===== src/rtl/game_pkg.sv =====
// Shared screen geometry, coordinate widths and the draw sequencer state type
// for the stacking-game VGA path.
package game_pkg;

    localparam int unsigned X_W       = 8;
    localparam int unsigned Y_W       = 7;
    localparam int unsigned SCR_W     = 160;
    localparam int unsigned SCR_H     = 120;
    localparam logic [2:0]  BG_COLOUR = 3'b000;

    typedef enum logic [2:0] {
        S_IDLE,
        S_CLEAR,
        S_ERASE,
        S_DRAW,
        S_DONE
    } draw_state_e;

endpackage


===== src/rtl/rect_scanner.sv =====
// Raster 2-D counter: cx sweeps 0..i_max_x inside cy 0..i_max_y.
// Load has priority over run; o_last flags the final pixel of the rectangle.
module rect_scanner #(
    parameter int unsigned CX_W = 8,
    parameter int unsigned CY_W = 7
) (
    input  logic            clk,
    input  logic            rst_n,
    input  logic            i_load,
    input  logic            i_run,
    input  logic [CX_W-1:0] i_max_x,
    input  logic [CY_W-1:0] i_max_y,
    output logic [CX_W-1:0] o_cx,
    output logic [CY_W-1:0] o_cy,
    output logic            o_last
);

    logic [CX_W-1:0] r_cx;
    logic [CY_W-1:0] r_cy;
    logic            w_row_end;

    assign w_row_end = (r_cx == i_max_x);
    assign o_last    = w_row_end && (r_cy == i_max_y);
    assign o_cx      = r_cx;
    assign o_cy      = r_cy;

    always_ff @(posedge clk or negedge rst_n) begin
        if (!rst_n) begin
            r_cx <= '0;
            r_cy <= '0;
        end else if (i_load) begin
            r_cx <= '0;
            r_cy <= '0;
        end else if (i_run) begin
            if (w_row_end) begin
                r_cx <= '0;
                r_cy <= r_cy + 1'b1;
            end else begin
                r_cx <= r_cx + 1'b1;
            end
        end
    end

endmodule


===== src/rtl/block_draw_ctrl.sv =====
// Plot-port sequencer: per frame sync either clears the whole screen or erases
// the block at its old position and redraws it at the new one.
module block_draw_ctrl
    import game_pkg::*;
#(
    parameter int unsigned BLK_W     = 32,
    parameter int unsigned BLK_H     = 8,
    parameter int unsigned SCR_W     = game_pkg::SCR_W,
    parameter int unsigned SCR_H     = game_pkg::SCR_H,
    parameter logic [2:0]  BG_COLOUR = game_pkg::BG_COLOUR
) (
    input  logic           clk,
    input  logic           resetn,
    input  logic           sync,
    input  logic           draw_req,
    input  logic           clear_req,
    input  logic           erase_en,
    input  logic [X_W-1:0] new_x,
    input  logic [Y_W-1:0] new_y,
    input  logic [X_W-1:0] old_x,
    input  logic [Y_W-1:0] old_y,
    input  logic [2:0]     colour,
    output logic [X_W-1:0] vga_x,
    output logic [Y_W-1:0] vga_y,
    output logic [2:0]     vga_colour,
    output logic           vga_plot,
    output logic           busy,
    output logic           done
);

    localparam logic [X_W:0] SCR_W_LIM = (X_W + 1)'(SCR_W);
    localparam logic [Y_W:0] SCR_H_LIM = (Y_W + 1)'(SCR_H);

    draw_state_e    r_state, w_next;
    logic [X_W-1:0] r_new_x, r_old_x, r_x;
    logic [Y_W-1:0] r_new_y, r_old_y, r_y;
    logic [2:0]     r_colour, r_col, w_pix_col;
    logic           r_plot, r_busy, r_done;
    logic [X_W-1:0] w_cx, w_max_x;
    logic [Y_W-1:0] w_cy, w_max_y;
    logic [X_W:0]   w_sum_x;
    logic [Y_W:0]   w_sum_y;
    logic           w_last, w_scan, w_load;

    rect_scanner #(
        .CX_W (X_W),
        .CY_W (Y_W)
    ) u_scan (
        .clk     (clk),
        .rst_n   (resetn),
        .i_load  (w_load),
        .i_run   (w_scan),
        .i_max_x (w_max_x),
        .i_max_y (w_max_y),
        .o_cx    (w_cx),
        .o_cy    (w_cy),
        .o_last  (w_last)
    );

    always_ff @(posedge clk or negedge resetn) begin
        if (!resetn) r_state <= S_IDLE;
        else         r_state <= w_next;
    end

    // Acceptance is gated by busy so the done-pulse cycle also drops a sync.
    always_comb begin
        w_next  = r_state;
        w_scan  = 1'b0;
        w_max_x = X_W'(BLK_W - 1);
        w_max_y = Y_W'(BLK_H - 1);
        unique case (r_state)
            S_IDLE: begin
                if (sync && !r_busy) begin
                    if (clear_req)     w_next = S_CLEAR;
                    else if (draw_req) w_next = erase_en ? S_ERASE : S_DRAW;
                end
            end
            S_CLEAR: begin
                w_scan  = 1'b1;
                w_max_x = X_W'(SCR_W - 1);
                w_max_y = Y_W'(SCR_H - 1);
                if (w_last) w_next = S_DONE;
            end
            S_ERASE: begin
                w_scan = 1'b1;
                if (w_last) w_next = S_DRAW;
            end
            S_DRAW: begin
                w_scan = 1'b1;
                if (w_last) w_next = S_DONE;
            end
            S_DONE:  w_next = S_IDLE;
            default: w_next = S_IDLE;
        endcase
    end

    assign w_load = (w_next != r_state) || !w_scan;

    always_comb begin
        w_sum_x   = {1'b0, w_cx};
        w_sum_y   = {1'b0, w_cy};
        w_pix_col = BG_COLOUR;
        if (r_state == S_ERASE) begin
            w_sum_x = {1'b0, r_old_x} + {1'b0, w_cx};
            w_sum_y = {1'b0, r_old_y} + {1'b0, w_cy};
        end else if (r_state == S_DRAW) begin
            w_sum_x   = {1'b0, r_new_x} + {1'b0, w_cx};
            w_sum_y   = {1'b0, r_new_y} + {1'b0, w_cy};
            w_pix_col = r_colour;
        end
    end

    always_ff @(posedge clk or negedge resetn) begin
        if (!resetn) begin
            r_new_x  <= '0;
            r_new_y  <= '0;
            r_old_x  <= '0;
            r_old_y  <= '0;
            r_colour <= '0;
        end else if (r_state == S_IDLE && w_next != S_IDLE) begin
            r_new_x  <= new_x;
            r_new_y  <= new_y;
            r_old_x  <= old_x;
            r_old_y  <= old_y;
            r_colour <= colour;
        end
    end

    always_ff @(posedge clk or negedge resetn) begin
        if (!resetn) begin
            r_x    <= '0;
            r_y    <= '0;
            r_col  <= '0;
            r_plot <= 1'b0;
            r_busy <= 1'b0;
            r_done <= 1'b0;
        end else begin
            r_plot <= w_scan && (w_sum_x < SCR_W_LIM) && (w_sum_y < SCR_H_LIM);
            r_busy <= (w_next != S_IDLE) || (r_state == S_DONE);
            r_done <= (r_state == S_DONE);
            if (w_scan) begin
                r_x   <= w_sum_x[X_W-1:0];
                r_y   <= w_sum_y[Y_W-1:0];
                r_col <= w_pix_col;
            end
        end
    end

    assign vga_x      = r_x;
    assign vga_y      = r_y;
    assign vga_colour = r_col;
    assign vga_plot   = r_plot;
    assign busy       = r_busy;
    assign done       = r_done;

endmodule

===== config.mk =====
export PLATFORM = sky130hd
export DESIGN_NAME = block_draw_ctrl
export DESIGN_NICKNAME = d
export VERILOG_FILES = /design/src/rtl/game_pkg.sv /design/src/rtl/rect_scanner.sv /design/src/rtl/block_draw_ctrl.sv
export SDC_FILE = /design/constraint.sdc
export NUM_CORES = 1
export LEC_CHECK = 0
export ABC_AREA = 1
export CAP_MARGIN = 0
export CORE_MARGIN = 2
export CORE_UTILIZATION = 57
export CTS_CLUSTER_SIZE = 20
export DETAILED_ROUTE_END_ITERATION = 16
export PLACE_DENSITY_LB_ADDON = 0.25
export SYNTH_ARGS = -nofsm -noshare
export SYNTH_HDL_FRONTEND = slang
export SYNTH_HIERARCHICAL = 1
export SYNTH_SLANG_ARGS = --single-unit

===== constraint.sdc =====
create_clock -name clk -period 3.9 [get_ports clk]
set_input_delay 0.975 -clock clk [delete_from_list [all_inputs] [get_ports clk]]
set_output_delay 0.975 -clock clk [all_outputs]
set_load 0.01 [all_outputs]

==> results.cfg <==
[floorplan]
fp.dieW_um = 98.61
placementRows = 34
start_util = 0.5851
die_area_um2 = 9724
fp.dieH_um = 98.61
design.core.area_um2 = 8721
pin_count = 60

[clock_tree]
cts_tree = yes
h-tree-depth = 3
numClockSinks = 72
path_clk_slew_ns = 0.08
clk_path_buf_depth = 2
cts-resized-gates = 0
post_cts_buffers = 0
ctsRootBufferMaster = clkbuf_8
cts_inserted_buffers = 9
cts-hold-fix-buffers = 0
clk_latency_ns = 0.36

[layout]
final_cell_mix = nand2_1 (246), inv_1 (74), dfrtp_1 (72)
final_nets = 860
fillerInstances = 742
drive_gt1_frac = 0.06329
synthToLayoutAreaGrowth_pct = 17.12
diodes = 0
final_common_cell = nand2_1

[worst_hold_path]
hold_depth = 2
min-delay-start = r_old_y[2]
min_path_type = reg2reg
holdPathEnd = r_old_y[2]

[yosys]
yosys_register_bits = 72
avgSynthCellArea_um2 = 7.126
synth_top_family_by_area = simple AND/OR/NAND/NOR gates
syn_inst = 716
synth_area_um2 = 5102
ys_types = 40
synth_ff_type = dfrtp_1
synthArstFlopShare = 1.000
synth_edf_count = 0
ys_warn_count = 6
ys_seq_area_frac = 0.3531
synth_compound_gate_area_share = 0.09858
synth_adder_area_share = 0.09416
yosys.area_share.xor_xnor = 0.02746
synth.area.mux_share = 0
yosys.area_share.simple = 0.3426

[power]
swShare = 0.4358
peakVddDrop_mv = 0.2568
cellPowerDensity_nw_per_um2 = 519.7
seqPwrFrac = 0.357
p_leak_nw = 3.217
power_frac_clock = 0.175
power_mw = 3.105
p_comb_frac = 0.468
p_sw_mw = 1.353
power.internal_mw = 1.752

[routing]
wl_um = 13070
vias = 4877
via_per_inst = 5.431
drtAntennaViolNets = 0
firstDrtPassIters = 5
dr.first_iter.drc_count = 267
drc_errors = 0
post_drt_wl_per_cell_um = 14.55

[placed_design]
port_buffers = 59
place_congestion = 0.9051
post-dp-hpwl_um = 9602

[global_routing]
grt_pass1_wl_um = 22150
antenna_found_initial = 0
grt_use_total = 0.2843
grt_pass1_vias = 4814
overflow = 0
grt_start_max_net_pins = 73

[critical_path]
cp-end-kind = register
cp.required_ns = 4.18
r2r_slack_ns = 0.41
r2r_cells = 18
path_class = reg2reg
r2r_end = u_scan/o_cx[2]
crit_arrival_ns = 3.78
cp-start-kind = register
critical_path.reg2reg.startpoint = r_state[2]
path_max_fanout = 15

[sta]
slew_headroom = 0.4062
clock_skew_ns = 0.01036
setup_viol = 0
tns_ns = 0
holdWs_ns = 0.4844
period_share = 0.8954
tightest_slew_ns = 0.8908
fmax_mhz = 286.4
layout_min_cycle_time_ns = 3.492
hold_viol = 0
drv_slew = 0
rsz0062_at_grt = no

[outcome]
outcome = finished, final reports clean

[job]
drv_cap = 0
[Yosys cell counts, types with 7 or more instances]
| library cell | number | area (um2) |
|---|---|---|
| nand2_1 | 246 | 923.4 |
| inv_1 | 74 | 277.8 |
| dfrtp_1 | 72 | 1802 |
| nand3_1 | 68 | 340.3 |
| a21oi_1 | 41 | 205.2 |
| nor2_1 | 38 | 142.6 |
| ha_1 | 32 | 400.4 |
| o21ai_0 | 26 | 130.1 |
| nand4_1 | 15 | 93.84 |
| xor2_1 | 11 | 96.34 |
| a31oi_1 | 9 | 56.30 |
| clkbuf_1 | 8 | 30.03 |
| o21a_1 | 7 | 52.55 |
[routing by layer]
metal  GRT usage  up-vias  wire, um
li1            -     2430         -
met1      0.3426     2277      5568
met2      0.4940      137      6525
met3     0.03901       33       595
met4      0.1507        0       380
met5           0        -         0
[metrics by stage]
step | std cells | area, um2 | util | setup WS, ns
after floorplan | 730 | 5155 | - | 1.046
after global placement | 882 | 5803 | 0.6654 | 0.6392
after detailed placement | 882 | 5803 | 0.6654 | 0.5190
after CTS | 898 | 5976 | 0.6852 | 0.4847
after global routing | 898 | 5976 | 0.6852 | 0.1600
final | 898 | 5976 | 0.6852 | 0.4081
[layout make-up]
class                           count  area [um2]  area share
Multi-Input combinational cell    556        2932      0.4906
Sequential cell                    72        1802      0.3015
Timing Repair Buffer               65       630.6      0.1055
Inverter                           81       304.0     0.05088
Tap cell                          108       135.1     0.02261
Clock buffer                       10       127.6     0.02136
Clock inverter                      6       45.04    0.007538
[state kept, by name (all words and copies together), names as in the netlist]
signal,flops
busy,1
done,1
r_colour,3
r_new_x,8
r_new_y,7
r_old_x,8
r_old_y,7
r_state,3
u_scan/o_cx,8
u_scan/o_cy,7
vga_colour,3
vga_plot,1
vga_x,8
vga_y,7
[power by group through the flow]
stage	Sequential [mW]	Clock, mW	Combinational (mW)
after detailed placement	1.12	0	1.44
after CTS	1.11	0.551	1.45
after global placement	1.11	0	1.40
after floorplan	1.11	0	0.956
final	1.11	0.544	1.45
after global routing	1.13	0.582	1.63
[how the worst max path moves through the flow]
stage               cells past startpoint       start              to  slack [ns]
global route                           18  r_state[2]  u_scan/o_cx[2]        0.16
floorplan                              20  r_state[2]  u_scan/o_cx[3]        1.05
finish                                 18  r_state[2]  u_scan/o_cx[2]        0.41
global placement                       14        sync  u_scan/o_cx[3]        0.64
CTS                                    18  r_state[2]  u_scan/o_cx[2]        0.48
detailed placement                     18  r_state[2]  u_scan/o_cx[2]        0.52
[logic make-up after synthesis]
group	Yosys count
DFF	72
AOI/OAI and AO/OA	90
and+or+nand+nor	398
other	2
xor gates and xnor gates	16
buffers and inverters	102
adders and majority gates	36
[critical path, stage by stage, from the launching register on]
cell       delay [ns]
dfrtp_1          0.46
inv_2            0.12
nand2_2          0.08
nor2_1           0.35
nand2_1          0.09
nand2_1          0.08
nand2_1          0.06
nor2_2           0.13
nand2_4          0.09
nor2_1           0.16
inv_1            0.10
nand2_1          0.10
o211ai_2         0.11
o2111ai_1        0.50
nor2_2           0.17
inv_2            0.28
a21oi_1          0.12
or2_2            0.29
a21oi_1          0.12
(Power assumes the default switching activity.)
